==> config.mk <==
export PLATFORM = sky130hd
export DESIGN_NAME = rom_arbiter
export DESIGN_NICKNAME = d
export VERILOG_FILES = /design/src/rtl/rom_arbiter.sv
export SDC_FILE = /design/constraint.sdc
export NUM_CORES = 1
export LEC_CHECK = 0
export ABC_CLOCK_PERIOD_IN_PS = 1800
export BUFFER_PORTS_ARGS = -buffer_cell sky130_fd_sc_hd__buf_2
export CORE_ASPECT_RATIO = 0.75
export CORE_MARGIN = 5
export CORE_UTILIZATION = 35
export CTS_BUF_LIST = sky130_fd_sc_hd__clkbuf_4 sky130_fd_sc_hd__clkbuf_8
export DETAILED_ROUTE_END_ITERATION = 8
export PLACE_DENSITY = 0.81
export SLEW_MARGIN = 20
export SYNTH_ARGS = -nofsm -noshare
export SYNTH_HDL_FRONTEND = slang
export SYNTH_SLANG_ARGS = --single-unit
==> constraint.sdc <==
create_clock -name clk -period 1.8 [get_ports clk]
set_input_delay 0.09 -clock clk [delete_from_list [all_inputs] [get_ports clk]]
set_output_delay 0.09 -clock clk [all_outputs]
set_load 0.03 [all_outputs]
==> src/rtl/rom_arbiter.sv <==
// rom_arbiter: shares the combinational instruction ROM between IF and MEM with bounded IF starvation.
module rom_arbiter #(
    parameter int ADDR_W       = 32,
    parameter int DATA_W       = 32,
    parameter int DEPTH_LOG2   = 17,
    parameter int STARVE_LIMIT = 4
) (
    input  logic              clk,
    input  logic              rst,
    input  logic              if_req,
    input  logic [ADDR_W-1:0] if_addr,
    input  logic              if_flush,
    output logic              if_stall,
    output logic              if_rvalid,
    output logic [DATA_W-1:0] if_rdata,
    output logic              if_err,
    input  logic              mem_req,
    input  logic [ADDR_W-1:0] mem_addr,
    output logic              mem_stall,
    output logic              mem_rvalid,
    output logic [DATA_W-1:0] mem_rdata,
    output logic              mem_err,
    output logic              rom_ce,
    output logic [ADDR_W-1:0] rom_addr,
    input  logic [DATA_W-1:0] rom_inst
);
    localparam logic [3:0] LIMIT = 4'(STARVE_LIMIT);
    logic [3:0]        starve_cnt;
    logic              force_if;
    logic              mem_gnt;
    logic              if_gnt;
    logic              if_fire;
    logic              ok;
    logic [ADDR_W-1:0] gnt_addr;
    logic [DATA_W-1:0] rsp_data;
    // Grants are suppressed while reset is held so the ROM stays idle.
    always_comb begin
        force_if  = if_req && mem_req && starve_cnt == LIMIT;
        mem_gnt   = rst && mem_req && !force_if;
        if_gnt    = rst && if_req && !mem_gnt;
        if_fire   = if_gnt && !if_flush;
        gnt_addr  = mem_gnt ? mem_addr : if_addr;
        ok        = gnt_addr[1:0] == 2'b00 && (gnt_addr >> (DEPTH_LOG2 + 2)) == '0;
        rom_ce    = (if_gnt || mem_gnt) && ok;
        rom_addr  = (if_gnt || mem_gnt) ? gnt_addr : '0;
        rsp_data  = ok ? rom_inst : '0;
        if_stall  = if_req && !if_gnt;
        mem_stall = mem_req && !mem_gnt;
    end
    always_ff @(posedge clk or negedge rst) begin
        if (!rst) begin
            starve_cnt <= '0;
            if_rvalid  <= 1'b0;
            if_rdata   <= '0;
            if_err     <= 1'b0;
            mem_rvalid <= 1'b0;
            mem_rdata  <= '0;
            mem_err    <= 1'b0;
        end else begin
            starve_cnt <= (!if_req || if_gnt) ? 4'd0 :
                          (mem_gnt && starve_cnt != LIMIT) ? starve_cnt + 4'd1 : starve_cnt;
            if_rvalid  <= if_fire;
            mem_rvalid <= mem_gnt;
            if (if_fire) begin
                if_rdata <= rsp_data;
                if_err   <= !ok;
            end
            if (mem_gnt) begin
                mem_rdata <= rsp_data;
                mem_err   <= !ok;
            end
        end
    end
endmodule
### After elaboration in Yosys (flattened, before gate mapping)

Cells that the tools add are included.

* equality and inequality tests: 2
* reductions and logical operators: 23
* muxes and demuxes: 5
* $add $sub $neg: 1

Operator list (count)
* two-way mux 32 bit: 3
* zero test 32 bit: 1
* logical AND 1 bit: 12
* two-way mux 4 bit: 2
* zero test 1 bit: 6
* adder 4 x 1 -> 4 bit, second input constant: 1
* equality test 4 x 3 -> 1 bit, second input constant: 1
* inequality test 4 x 3 -> 1 bit, second input constant: 1
* zero test 2 bit: 1
* logical OR 1 bit: 2
* nonzero test 2 bit: 1

* bits of input ports: 101
* flip-flop bits (word level): 72
* logic and storage cells: 38
* output and inout port bits: 103

### Logic depth before layout (Yosys ltp)

* depth in word-level cells: 8
* gate-level depth with buffers: 8
* mapped depth without buffers: 7

### Worst setup path before layout

OpenSTA, ideal clock, no wires.

* path kind: register -> output
* start: register starve_cnt[0]
* end: output rom_ce
* arrival time: 2.028 ns
* stages on the path, launching flop included: 9
* buffers on the path: 1
* required time: 1.710 ns
* slack: -0.318 ns
* path through: dfrtp_1 inv_1 ha_1 and3b_1 a21o_4 inv_2 mux2_4 buf_6 nor2_1

* cells in the longest elaborated chain, start to end: 8
* elaborated cells on any way between the ends: 12
* classes of those cells: 1 x eq/ne; 1 x mux; 10 x reduce/logical

Ends and longest elaborated chain
* start, declared: line 28 `logic [3:0] starve_cnt;`
* start signal, assigned: line 60 `starve_cnt <= (!if_req || if_gnt) ? 4'd0 :`
* equality test 4 x 3 -> 1 bit *: line 38 `force_if = if_req && mem_req && starve_cnt == LIMIT;`
* logical AND 1 bit *: line 38
* zero test 1 bit *: line 39 `mem_gnt = rst && mem_req && !force_if;`
* logical AND 1 bit *: line 39
* two-way mux 32 bit / zero test 1 bit (equally long branches): line 42, 40
* zero test 32 bit (tied with other cells): line 43 `ok = gnt_addr[1:0] == 2'b00 && (gnt_addr >> (DEPTH_LOG2 + 2)) == '0;`
* logical AND 1 bit / logical OR 1 bit (equally long branches): line 43, 44
* logical AND 1 bit *: line 44 `rom_ce = (if_gnt || mem_gnt) && ok;`
* end, declared: line 23 `output logic rom_ce,`

Mark *: on every way between the ends. The rest lies on a longest branch, timed or not.

### Worst setup path in the final report

Ends and elaborated chain as after synthesis.

==> impl_metrics.yaml <==
status:
  status: "finished with violations"
  violations: "negative setup slack"
critical_path:
  timing_worst_setup_path_type: "reg2out"
  crit_chain: "inv_2, ha_4, and3b_2, a21o_4, inv_8, mux2_4, nor2_4, buf_6"
  cp.arrival_ns: 2.07
  slowest_stage: "dfrtp_1"
  critPathCaptureType: "primary output"
  r2r.worst_path.cells: 8
  reg2reg_slack_ns: -0.26
  worst-path-max-fanout: 7
  reg2reg_to: "if_err"
  critPathLaunchType: "register"
  slowest_delay_ns: 0.38
  r2r_start: "starve_cnt[0]"
  required_ns: 1.71
synthesis:
  synth_xor_xnor_area_share_pct: 0.259
  synth_top_family_by_area: "compound AO/OA/AOI/OAI gates"
  yosysWarnings: 0
  synth_area_um2: 3390
  syn-num-nets: 472
  synth.area.top_cells: "dfrtp_1 53%, nand2_1 15%, a22o_1 8.3%"
  synth_mux_area_share_pct: 1.11
  ys.flop_type: "dfrtp_1"
  synth-async-reset-ratio_pct: 100
  synth-seq-cells: 72
  yosysSeqAreaShare_pct: 53.2
  synth_top_cell_by_area: "dfrtp_1"
  synth_cell_type_count: 34
  syn_avg_cell_area_um2: 9.18
  synth-simple-area-share_pct: 19.4
  synth_edf_count: 0
  post_synth_inst_count: 369
  yosysTopAreaCellShare_pct: 53.2
  synth-compound-area-share_pct: 20.8
  synth_adder_area_share_pct: 0.739
global_route:
  grt_max_degree: 31
  grt.overflow.total: 0
  grt_use_met3_pct: 7.30
  antenna_found_initial: 0
  use_met2_pct: 39.4
  grt_pass1_wl_um: 22400
  gr-usage-met1_pct: 32.7
  first_global_vias: 4205
  top_usage_layer: "met2"
  track_usage_pct: 25.0
finish:
  final_nets: 747
  layout_commonest_cell: "buf_2"
  drive_above_1_share_pct: 57.7
  most-common-layout-cells: "167 x buf_2, 92 x nand2_1, 72 x dfrtp_1, 42 x buf_6, 33 x dlygate4sd3_1"
  synthToLayoutAreaGrowth_pct: 92.8
  finish.utilization_pct: 68.4
  diodes: 0
  fill_cells: 700
hold_path:
  min-delay-start: "if_req"
  hold_depth: 2
  hold_class: "in2reg"
  min_to: "starve_cnt[1]"
placement:
  place.gp.congestion: 0.799
  place.port_buffers: 203
  place_ws_ns: -0.180
  hpwlAfterDp_um: 9560
timing:
  slew_headroom_pct: 56.3
  fin_skew_ns: 0.00556
  setup_ws_ns: -0.361
  timing.final.hold_violations: 0
  fin_crit_ns: 2.16
  rsz0062_at_grt: "true"
  period_share_pct: 120
  finalMaxSlewViolations: 0
  worstMarginPinSlew_ns: 0.649
  fmax_mhz: 463
  setup_viol: 100
detailed_routing:
  drt-total-wl_um: 15500
  drt_first_pass_iters: 5
  dr_total_vias: 4104
  drt-initial-drc-count: 262
  drc: 0
  via_per_inst: 5.26
  ant_nets: 0
  wl_per_cell_um: 19.9
die:
  die_area_um2: 11800
  start_util_pct: 35.5
  fp-row-count: 31
  coreArea_um2: 9540
  die_w_um: 124
  ios: 204
  die_height_um: 95.2
clock_network:
  clkTransAtPathRegs_ns: 0.07
  cts_tree: "yes"
  clock-sinks: 72
  cts_buffer_depth: 2
  insertion_delay_ns: 0.34
  htree_levels: 3
  root_buffer: "clkbuf_8"
  numCtsBuffers: 9
power:
  p_leak_nw: 3.20
  max-vdd-ir-drop_mv: 0.499
  power.density_nw_per_um2: 595
run:
  max_cap_violations: 0
sequential cells by signal, indices dropped and copies added (netlist names):
signal,count
if_rdata,32
mem_rvalid,1
starve_cnt,4
mem_err,1
mem_rdata,32
if_rvalid,1
if_err,1
critical path: cells and delay by family (launching register included):
family,cells,cell delay (ns)
DFF,1,0.38
muxes,1,0.35
buffers and inverters,3,0.31
and+or+nand+nor,2,0.29
AOI/OAI and AO/OA,1,0.24
adders and majority gates,1,0.16
power breakdown:
part / switching (mW) / internal, mW
logic: 0.510 / 0.416
registers: 0.00202 / 1.62
clock network: 0.573 / 0.762
total: 1.09 / 2.80
routing by layer:
metal	part of all wire, %	vias up
li1	-	1816
met1	40	2010
met2	49	225
met3	7.3	53
met4	3.8	0
met5	0	-
worst max-delay path by stage:
| stage | from | endpoint | cells past startpoint |
|---|---|---|---|
| finish | starve_cnt[0] | rom_ce | 8 |
| floorplan | starve_cnt[0] | rom_ce | 8 |
| global placement | starve_cnt[0] | if_rdata[24] | 8 |
| CTS | starve_cnt[0] | rom_addr[24] | 9 |
| detailed placement | starve_cnt[0] | if_rdata[27] | 8 |
| global route | starve_cnt[0] | rom_addr[17] | 9 |
cell families after synthesis:
| family | count (synthesis) |
|---|---|
| AND/OR/NAND/NOR | 157 |
| AO/OA/AOI/OAI | 103 |
| flip-flops | 72 |
| buffers and inverters | 31 |
| multiplexers | 3 |
| adder cells (fa/ha/maj) | 2 |
| XOR/XNOR | 1 |
through the flow:
step	std cells	setup TNS [ns]	cell area (um^2)	hold WS, ns	power [mW]
detailed placement	707	-5.75	5120	0.119	2.31
finish	780	-23.04	6530	0.102	3.88
global route	780	-30.54	6530	0.0944	4.04
global placement	707	-1.38	5120	0.111	2.29
CTS	772	-17.56	6330	0.0743	3.84
floorplan	369	-0.304	3760	-0.206	2.00
what timing repair did:
item	4_1_cts	5_1_grt
setup buffers	12	6
pin swaps	7	16
hold buffers	33	0
hold endpoints to repair	106	0
gates cloned	5	4
resized for setup	136	36
endpoints found under the setup margin	89	102
layout make-up:
class | count | area (um^2) | share of cell area, %
Tap cell | 132 | 165 | 2.53
Clock inverter | 2 | 37.5 | 0.575
Inverter | 5 | 26.3 | 0.403
Clock buffer | 13 | 173 | 2.65
Multi-Input combinational cell | 266 | 2030 | 31.1
Sequential cell | 72 | 1800 | 27.6
Timing Repair Buffer | 290 | 2300 | 35.2
Yosys cell counts (all sizes together), types with 2 or more instances:
master / count
dfrtp: 72
a22o: 32
ha: 2
clkbuf: 10
nand4: 4
nor3: 3
inv: 5
o21ai: 33
nor4: 6
nand2: 132
nor2: 3
mux2: 3
a21boi: 3
and2: 2
a21oi: 32
buf: 16
Note: power is estimated with default switching activity, not from simulation.
